**src/rtl/matmul_pkg.sv**
```systemverilog
// -----------------------------------------------------------------------------
// matmul_pkg
// Shared definitions for the matrix-vector MAC controller:
//   state_t     - controller FSM states
//   ceil_div    - integer ceiling division, used to size the chunk count
//   clog2_min1  - address/index width that never collapses to zero bits
//   lane_byte   - extracts the signed byte of one lane from a packed word
// -----------------------------------------------------------------------------
package matmul_pkg;

    typedef enum logic [1:0] {
        IDLE   = 2'd0,
        MAC    = 2'd1,
        REDUCE = 2'd2,
        OUT    = 2'd3
    } state_t;

    // Widest packed memory word lane_byte() can take apart (128 lanes).
    localparam int MAX_WORD_BITS = 1024;

    function automatic int ceil_div(input int num, input int den);
        return (num + den - 1) / den;
    endfunction

    // A single-entry range still needs a 1-bit signal to drive a port.
    function automatic int clog2_min1(input int n);
        return (n <= 2) ? 1 : $clog2(n);
    endfunction

    // Lane l of a packed word lives in bits [8l+7:8l]. Callers zero-extend
    // their word to MAX_WORD_BITS so one helper serves every lane count.
    function automatic logic signed [7:0] lane_byte(
        input logic [MAX_WORD_BITS-1:0] word,
        input int                       lane
    );
        return $signed(word[8*lane +: 8]);
    endfunction

endpackage

```
**src/rtl/mac_lane.sv**
```systemverilog
// -----------------------------------------------------------------------------
// mac_lane
// One lane of the MAC array: acc += w*a with the 16-bit signed product
// sign-extended to ACCW and the sum wrapping modulo 2^ACCW.
//   clk   in   clock
//   clr   in   clear the accumulator (wins over en)
//   en    in   a valid operand pair is present this cycle
//   mask  in   operand pair lies past the end of the row; contributes 0
//   w, a  in   signed 8-bit operands
//   acc   out  signed ACCW-bit running sum (ACCW must be at least 16)
// -----------------------------------------------------------------------------
module mac_lane #(
    parameter int ACCW = 32
) (
    input  logic                   clk,
    input  logic                   clr,
    input  logic                   en,
    input  logic                   mask,
    input  logic signed [7:0]      w,
    input  logic signed [7:0]      a,
    output logic signed [ACCW-1:0] acc
);

    logic signed [15:0]     prod;
    logic signed [ACCW-1:0] prod_ext;

    // Both operands are signed, so the product is computed signed at 16 bits
    // and the size cast sign-extends it to the accumulator width.
    assign prod     = w * a;
    assign prod_ext = ACCW'(prod);

    always_ff @(posedge clk) begin
        if (clr) begin
            acc <= '0;
        end else if (en && !mask) begin
            acc <= acc + prod_ext;
        end
    end

endmodule

```
**src/rtl/matvec_ctrl.sv**
```systemverilog
// -----------------------------------------------------------------------------
// matvec_ctrl
// Sequencing controller for a P-lane int8 MAC array computing y = W*x.
// For every row it streams CHUNKS packed words from the weight and
// activation RAMs, accumulates per lane, reduces the lanes serially and
// presents one result per row on a valid/ready stream.
//
// Ports
//   clk, resetn            clock, synchronous active-low reset
//   start                  begin a full ROWS pass (sampled only when idle)
//   busy                   high whenever the controller is not idle
//   done                   one-cycle pulse after the last row's handshake
//   w_rd_en / w_rd_addr    weight RAM read, address = row*CHUNKS + chunk
//   w_rd_data              weight word, 1-cycle latency, lane l = [8l+7:8l]
//   a_rd_en / a_rd_addr    activation RAM read, address = chunk
//   a_rd_data              activation word, same latency and packing
//   out_valid / out_ready  result handshake
//   out_data, out_row      signed dot product and its row index
// -----------------------------------------------------------------------------
module matvec_ctrl
    import matmul_pkg::*;
#(
    parameter  int ROWS   = 4,
    parameter  int COLS   = 70,
    parameter  int P      = 8,
    parameter  int ACCW   = 32,
    localparam int CHUNKS = ceil_div(COLS, P),
    localparam int WAW    = clog2_min1(ROWS * CHUNKS),
    localparam int AAW    = clog2_min1(CHUNKS),
    localparam int RW     = clog2_min1(ROWS)
) (
    input  logic                   clk,
    input  logic                   resetn,
    input  logic                   start,
    output logic                   busy,
    output logic                   done,
    output logic                   w_rd_en,
    output logic [WAW-1:0]         w_rd_addr,
    input  logic [8*P-1:0]         w_rd_data,
    output logic                   a_rd_en,
    output logic [AAW-1:0]         a_rd_addr,
    input  logic [8*P-1:0]         a_rd_data,
    output logic                   out_valid,
    input  logic                   out_ready,
    output logic signed [ACCW-1:0] out_data,
    output logic [RW-1:0]          out_row
);

    localparam int IW = clog2_min1(P);
    // Number of live lanes in the final chunk of a row (1..P).
    localparam int TAIL = COLS - (CHUNKS - 1) * P;

    state_t                 state_reg;
    logic [RW-1:0]          row_reg;
    logic [AAW-1:0]         chunk_reg;      // chunk being requested
    logic [WAW-1:0]         w_addr_reg;
    logic                   rd_en_reg;
    logic                   rd_vld_reg;     // RAM data valid this cycle
    logic [AAW-1:0]         rd_chunk_reg;   // chunk the RAM data belongs to
    logic [IW-1:0]          idx_reg;
    logic signed [ACCW-1:0] out_data_reg;
    logic                   done_reg;

    logic signed [ACCW-1:0] lane_acc [P];
    logic                   lane_clr;
    logic                   last_chunk;
    logic                   last_row;

    assign last_chunk = (rd_chunk_reg == AAW'(CHUNKS - 1));
    assign last_row   = (row_reg == RW'(ROWS - 1));

    // Lane accumulators are cleared at the start of a pass, on the handshake
    // that advances to the next row, and while reset is held.
    always_comb begin
        lane_clr = 1'b0;
        if (!resetn) begin
            lane_clr = 1'b1;
        end else if (state_reg == IDLE && start) begin
            lane_clr = 1'b1;
        end else if (state_reg == OUT && out_ready && !last_row) begin
            lane_clr = 1'b1;
        end
    end

    // -------------------------------------------------------------------------
    // MAC lanes
    // -------------------------------------------------------------------------
    generate
        for (genvar gi = 0; gi < P; gi++) begin : g_lane
            logic lane_mask;

            // Only lanes beyond the row's tail ever need masking, and only
            // while the last chunk of the row is being accumulated.
            if (gi >= TAIL) begin : g_tail
                assign lane_mask = last_chunk;
            end else begin : g_full
                assign lane_mask = 1'b0;
            end

            mac_lane #(
                .ACCW (ACCW)
            ) u_lane (
                .clk  (clk),
                .clr  (lane_clr),
                .en   (rd_vld_reg),
                .mask (lane_mask),
                .w    (lane_byte(MAX_WORD_BITS'(w_rd_data), gi)),
                .a    (lane_byte(MAX_WORD_BITS'(a_rd_data), gi)),
                .acc  (lane_acc[gi])
            );
        end
    endgenerate

    // -------------------------------------------------------------------------
    // Controller FSM
    // -------------------------------------------------------------------------
    always_ff @(posedge clk) begin
        if (!resetn) begin
            state_reg    <= IDLE;
            row_reg      <= '0;
            chunk_reg    <= '0;
            w_addr_reg   <= '0;
            rd_en_reg    <= 1'b0;
            rd_vld_reg   <= 1'b0;
            rd_chunk_reg <= '0;
            idx_reg      <= '0;
            out_data_reg <= '0;
            done_reg     <= 1'b0;
        end else begin
            done_reg     <= 1'b0;
            // Read-valid pipeline mirrors the fixed 1-cycle RAM latency.
            rd_vld_reg   <= rd_en_reg;
            rd_chunk_reg <= chunk_reg;

            case (state_reg)
                IDLE: begin
                    if (start) begin
                        state_reg    <= MAC;
                        row_reg      <= '0;
                        chunk_reg    <= '0;
                        w_addr_reg   <= '0;
                        rd_en_reg    <= 1'b1;
                        out_data_reg <= '0;
                    end
                end

                MAC: begin
                    // Request side: walk chunk 0..CHUNKS-1 then stop. The
                    // address stays on the last chunk until the next row.
                    if (rd_en_reg) begin
                        if (chunk_reg == AAW'(CHUNKS - 1)) begin
                            rd_en_reg <= 1'b0;
                        end else begin
                            chunk_reg  <= chunk_reg + AAW'(1);
                            w_addr_reg <= w_addr_reg + WAW'(1);
                        end
                    end
                    // Accumulate side: the lanes absorb the last chunk on
                    // this edge, so reduction may start next cycle.
                    if (rd_vld_reg && last_chunk) begin
                        state_reg    <= REDUCE;
                        idx_reg      <= '0;
                        out_data_reg <= '0;
                    end
                end

                REDUCE: begin
                    out_data_reg <= out_data_reg + lane_acc[idx_reg];
                    if (idx_reg == IW'(P - 1)) begin
                        state_reg <= OUT;
                    end else begin
                        idx_reg <= idx_reg + IW'(1);
                    end
                end

                OUT: begin
                    if (out_ready) begin
                        if (last_row) begin
                            state_reg <= IDLE;
                            done_reg  <= 1'b1;
                        end else begin
                            // Next row's first read issues right after the
                            // handshake; its weights follow contiguously.
                            state_reg  <= MAC;
                            row_reg    <= row_reg + RW'(1);
                            chunk_reg  <= '0;
                            w_addr_reg <= w_addr_reg + WAW'(1);
                            rd_en_reg  <= 1'b1;
                        end
                    end
                end

                default: begin
                    state_reg <= IDLE;
                end
            endcase
        end
    end

    assign busy      = (state_reg != IDLE);
    assign done      = done_reg;
    assign w_rd_en   = rd_en_reg;
    assign a_rd_en   = rd_en_reg;
    assign w_rd_addr = w_addr_reg;
    assign a_rd_addr = chunk_reg;
    assign out_valid = (state_reg == OUT);
    assign out_data  = out_data_reg;
    assign out_row   = row_reg;

endmodule

```
**config.mk**
```make
export PLATFORM = sky130hd
export DESIGN_NAME = matvec_ctrl
export DESIGN_NICKNAME = d
export VERILOG_FILES = /design/src/rtl/matmul_pkg.sv /design/src/rtl/mac_lane.sv /design/src/rtl/matvec_ctrl.sv
export SDC_FILE = /design/constraint.sdc
export NUM_CORES = 2
export LEC_CHECK = 0
export BUFFER_PORTS_ARGS = -buffer_cell sky130_fd_sc_hd__buf_2
export CAP_MARGIN = 10
export CORE_MARGIN = 3
export CORE_UTILIZATION = 40
export DETAILED_ROUTE_END_ITERATION = 12
export PLACE_DENSITY = 0.55
export REMOVE_ABC_BUFFERS = 1
export SLEW_MARGIN = 20
export SYNTH_ARGS = -nofsm -noshare
export SYNTH_HDL_FRONTEND = slang
export SYNTH_SLANG_ARGS = --single-unit
export TNS_END_PERCENT = 5
```
**constraint.sdc**
```tcl
create_clock -name clk -period 11.8 [get_ports clk]
set_input_delay 1.18 -clock clk [delete_from_list [all_inputs] [get_ports clk]]
set_output_delay 1.18 -clock clk [all_outputs]
set_load 0.01 [all_outputs]
```
* Yosys cells after proc, flatten, opt, wreduce, memory -nomap -nowiden
Index checks and enable logic that the tools add are counted. W data, S select, Z words.
Cells by class: $add $sub $neg 13, shift operators 0, equal/unequal tests 15, bitwise operators 1, mux-type cells 41, $mul 8, reduce and logical (&&, ||, !) cells 20, div/mod/pow operators 0, order comparisons 1
Operators by type and width (number):
- $add A32 B16 Y32 | 8
- $mul A8 B8 Y16 | 8
- $mux W32 | 4
- $bmux W32 S3 | 1
- $pmux W32 S3 | 1
- $add A32 B32 Y32 | 1
- $mux W6 | 5
- $mux W4 | 5
- $pmux W6 S3 | 1
- $mux W2 | 7
- $ne A2 B2 Y1 const B | 7
- $pmux W4 S3 | 1
- $reduce_and A4 Y1 | 3
- $mux W1 | 10
- $reduce_and A3 Y1 | 3
- $eq A4 B4 Y1 const B | 2
- $pmux W2 S4 | 1
- $add A6 B1 Y6 const B | 1
- $eq A2 B2 Y1 const B | 3
- $mux W3 | 2
- $pmux W3 S2 | 1
- $reduce_and A6 Y1 | 1
- $reduce_bool A2 Y1 | 3
- $reduce_bool A3 Y1 | 2
- 13 further kinds | 18
Word-level totals: bits of input ports 132, latch bits 0, register bits after elaboration 312, memories kept 0, output and inout bits 49, bits in read-only memories 0, bits in writable memories 0

* Longest topological paths before layout
depth in word-level cells 6, depth in mapped cells 25

* Cells and area by module
A second synthesis with hierarchy kept.
Unflattened totals: cells, all modules 5980, area total of the unflattened synthesis 58213.3 um^2
Modules (own cells, without submodules):
- mac_lane at g_lane[3].u_lane ... | area each 6458.7 um^2, instances 3, cells an instance 651
- mac_lane at g_lane[0].u_lane ... | area each 6590.1 um^2, instances 2, cells an instance 687
- mac_lane at g_lane[2].u_lane | area each 6607.6 um^2, instances 1, cells an instance 684
- mac_lane at g_lane[6].u_lane | area each 6581.3 um^2, instances 1, cells an instance 682
- mac_lane at g_lane[7].u_lane | area each 6498.7 um^2, instances 1, cells an instance 673
- matvec_ctrl | area each 5969.5 um^2, instances 1, cells an instance 614

* Worst setup path before layout
No wires, ideal clock.
path type input port to flip-flop, start point input port w_rd_data[63], end point register g_lane[7].u_lane.acc[31], cell stages on the path 21, path slack 4502 ps, buffers on the path 0, arrival 7228 ps, library setup time 70 ps, required time 11730 ps, cell sequence and2_1 inv_1 fa_1 inv_1 fa_1 fa_1 fa_1 fa_1 ha_1 nand3_1 o211ai_2 o41a_4 nand3_2 nand3_4 a311oi_4 o31ai_2 a21o_1 a21oi_2 xnor2_1 or3_1 a21oi_1
On the way: cells in the longest elaborated chain, start to end 2
Ends and longest elaborated chain:
- start, declared | line matvec_ctrl.sv:39 | input logic [8*P-1:0] w_rd_data,
- $mul A8 B8 Y16 | line mac_lane.sv:29 | assign prod = w * a;
- $add A32 B16 Y32 | line mac_lane.sv:36 | acc <= acc + prod_ext;
- end signal, assigned | line mac_lane.sv:36
- end, declared | line mac_lane.sv:21 | output logic signed [ACCW-1:0] acc
No other way between the ends. A chain may end at the register's enable or synchronous reset.

* Worst setup path after layout
start point input port a_rd_data[0], end point register g_lane[0].u_lane.acc[30]
On the way: cells in the longest elaborated chain, start to end 2
Ends and longest elaborated chain:
- start, declared | line matvec_ctrl.sv:42 | input logic [8*P-1:0] a_rd_data,
- $mul A8 B8 Y16 | line mac_lane.sv:29
- $add A32 B16 Y32 | line mac_lane.sv:36
- end signal, assigned | line mac_lane.sv:36
- end, declared | line mac_lane.sv:21
No other way between the ends.

==> impl_metrics.tcl <==
set metrics [dict create \
    outcome "completed" \
    place.port_buffers 180 \
    clockBufferDepth 3 \
    die_w_um 379.8 \
    post-synth-top-area-fraction_pct 39.01 \
    report.final.slew_viol_count 0 \
    post_cts.resized_instances 0 \
    maxCapViolations 0 \
    timing.max_slew.rel_slack_pct 24.53 \
    antenna_found_initial 18 \
    clkSlewWorstSetupHoldPaths_ns 0.06 \
    hold_violations 0 \
    netlist_top_cells_area "fa_1 39%, ha_1 13%, dfxtp_1 11%, inv_1 5.5%, and2_1 3.1%" \
    num_io_pins 181 \
    routabilityCongestion 0.8691 \
    rsz0062_at_grt "no" \
    postSynthRegisterBits 312 \
    antenna_left 0 \
    maxClockFrequency_mhz 140.3 \
    worst-setup-path-type "input pin to flop" \
    syn-mean-instance-area_um2 10.09 \
    drt_pass1_iterations 5 \
    grt_first_pass_wirelength_um 234500 \
    hold_slack_ns 0.4789 \
    largest_register_ffs 256 \
    fin_worst_setup_slack_ns 4.673 \
    grt_pass1_vias 40810 \
    yosys.area.top_type "fa_1" \
    start_util_pct 40.45 \
    synthesis.yosys.warnings 0 \
    grt.overflow.total 0 \
    arrival_worst_endpoint_ns 7.62 \
    final_cycle_share_pct 60.40 \
    tritoncts "yes" \
    synth_cells 5542 \
    number_of_remaining_drc_errors 0 \
    post-cts-setup-buffers 0 \
    hold_class "flop to flop" \
    met2RoutedLength_um 64350 \
    skew_ns 0.03497 \
    worstMarginPinSlew_ns 1.131 \
    synth-seq-area-share_pct 11.18 \
    critPathMaxFanout 25 \
    place_ws_ns 4.004 \
    place_hpwl_um 119700 \
    top_layer_used "met5" \
    cp_data_required_time_ns 12.29 \
    setup.worst_path.start_class "input pin" \
    wl_met3_um 9138 \
    design.core.area_um2 138200 \
    setup-violations-final 0 \
    wl_per_cell_um 18.82 \
    synth.cells.most_frequent "1089 x fa_1, 816 x inv_1, 602 x ha_1" \
    number_of_vias_per_cell 5.081 \
    cts_max_level 2 \
    cts_inserted_buffers 46 \
    drive_above_1_share_pct 7.726 \
    fin_util_pct 43.84 \
    clock_tree.root_cell "clkbuf_16" \
    dieArea_um2 144300 \
    synthFlopType "dfxtp_1" \
    gr-usage-all-layers_pct 20.55 \
    grt_max_degree 70 \
    totalNegativeSetupSlack_ns 0 \
    detail_route.wirelength_um 142900 \
    synth.lib_cells_used.distinct 99 \
    vias 38570 \
    die-height_um 379.8 \
    period_minus_slack_ns 7.127 \
    post_synth_instance_area_um2 55890 \
    num-nets-final 7508 \
    endpoint_kind "flop" \
    ys_async_sr_fraction_pct 0 \
    cts-hold-fix-buffers 0 \
    r2r_setup_slack_ns 5.68 \
    drt-initial-drc-count 1974 \
    numClockSinks 312 \
    clock_insertion_delay_worst_skew_ns 0.63 \
    synth_enable_flop_cells 0 \
    placement_rows 136 \
    yosys.cell_count.top_type "fa_1" \
    area_delta_synth_final_pct 8.384 \
    wl_met1_um 66460 \
]
==> stage by stage <==
step,area (um^2),std cells
3_3_place_gp,58940,7500
2_1_floorplan,55440,5426
6_report,60580,7592
3_5_place_dp,58940,7500
5_1_grt,60580,7592
4_1_cts,60560,7584
==> final cells by class <==
| class | instances | area, um^2 |
|---|---|---|
| Multi-Input combinational cell | 4289 | 46120 |
| Inverter | 825 | 3099 |
| Antenna cell | 8 | 20.02 |
| Timing Repair Buffer | 211 | 1134 |
| Clock inverter | 23 | 336.6 |
| Fill cell | 13540 | 77590 |
| Clock buffer | 61 | 1279 |
| Sequential cell | 312 | 6255 |
| Tap cell | 1863 | 2331 |
==> cell families (layout without fill, tap and decap cells) <==
family	Yosys count	in the layout	synth area share [%]
other	0	8	0
AO/OA/AOI/OAI	806	806	9.463
AND/OR/NAND/NOR	1330	1330	11.35
buffers and inverters	941	1120	6.346
flip-flops	312	312	11.18
multiplexers	196	196	5.012
adder cells (fa/ha/maj)	1691	1691	52.48
XOR/XNOR	266	266	4.168
==> per-layer routing <==
layer,up-vias,GRT usage (%)
met2,614,32.10
li1,18340,-
met4,2,4.622
met5,-,0
met1,19500,28.99
met3,122,4.808
==> layout by cell type (no fill, tap or decap), types with 18 or more instances in the layout <==
cell	count
a211oi_1	37
a21o_1	112
a21oi_1	285
a31oi_1	26
and2_1	273
buf_2	180
buf_4	31
clkbuf_16	47
dfxtp_1	309
fa_1	1089
ha_1	602
inv_1	815
mux2_2	31
mux2i_1	101
mux4_2	64
nand2_1	413
nand2b_1	46
nand3_1	48
nand4_1	18
nor2_1	359
nor2b_1	55
nor3_1	33
o21a_1	21
o21ai_0	79
o21ai_1	36
o21bai_1	41
or3_1	18
xnor2_1	185
xor2_1	81
==> path summary, 6_finish.rpt <==
check | end | depth (start not counted) | startpoint
max reg2reg | g_lane[1].u_lane.acc[20] | 23 | g_lane[1].u_lane.acc[3]
max | g_lane[0].u_lane.acc[30] | 21 | a_rd_data[0]
min | g_lane[6].u_lane.acc[2] | 2 | g_lane[6].u_lane.acc[2]
min reg2reg | g_lane[6].u_lane.acc[2] | 2 | g_lane[6].u_lane.acc[2]
==> worst max-delay path: stages <==
cell and delay, ns:
buf_2 0.20, and2_2 0.76, inv_1 0.14, fa_1 0.51, inv_1 0.05, fa_1 0.47, fa_1 0.56, fa_1 0.43
fa_1 0.44, ha_1 0.35, o21ai_1 0.12, nand2b_1 0.13, a2111oi_0 0.72, o31a_1 0.31, o21ai_1 0.15, a31oi_1 0.34
o21a_1 0.24, o311ai_1 0.14, xor2_1 0.15, mux2i_1 0.15, nor2_1 0.05
Power is left out: the tool's default activity adds up to more than one toggle a clock period on the data nets, which glitch-free logic cannot reach.
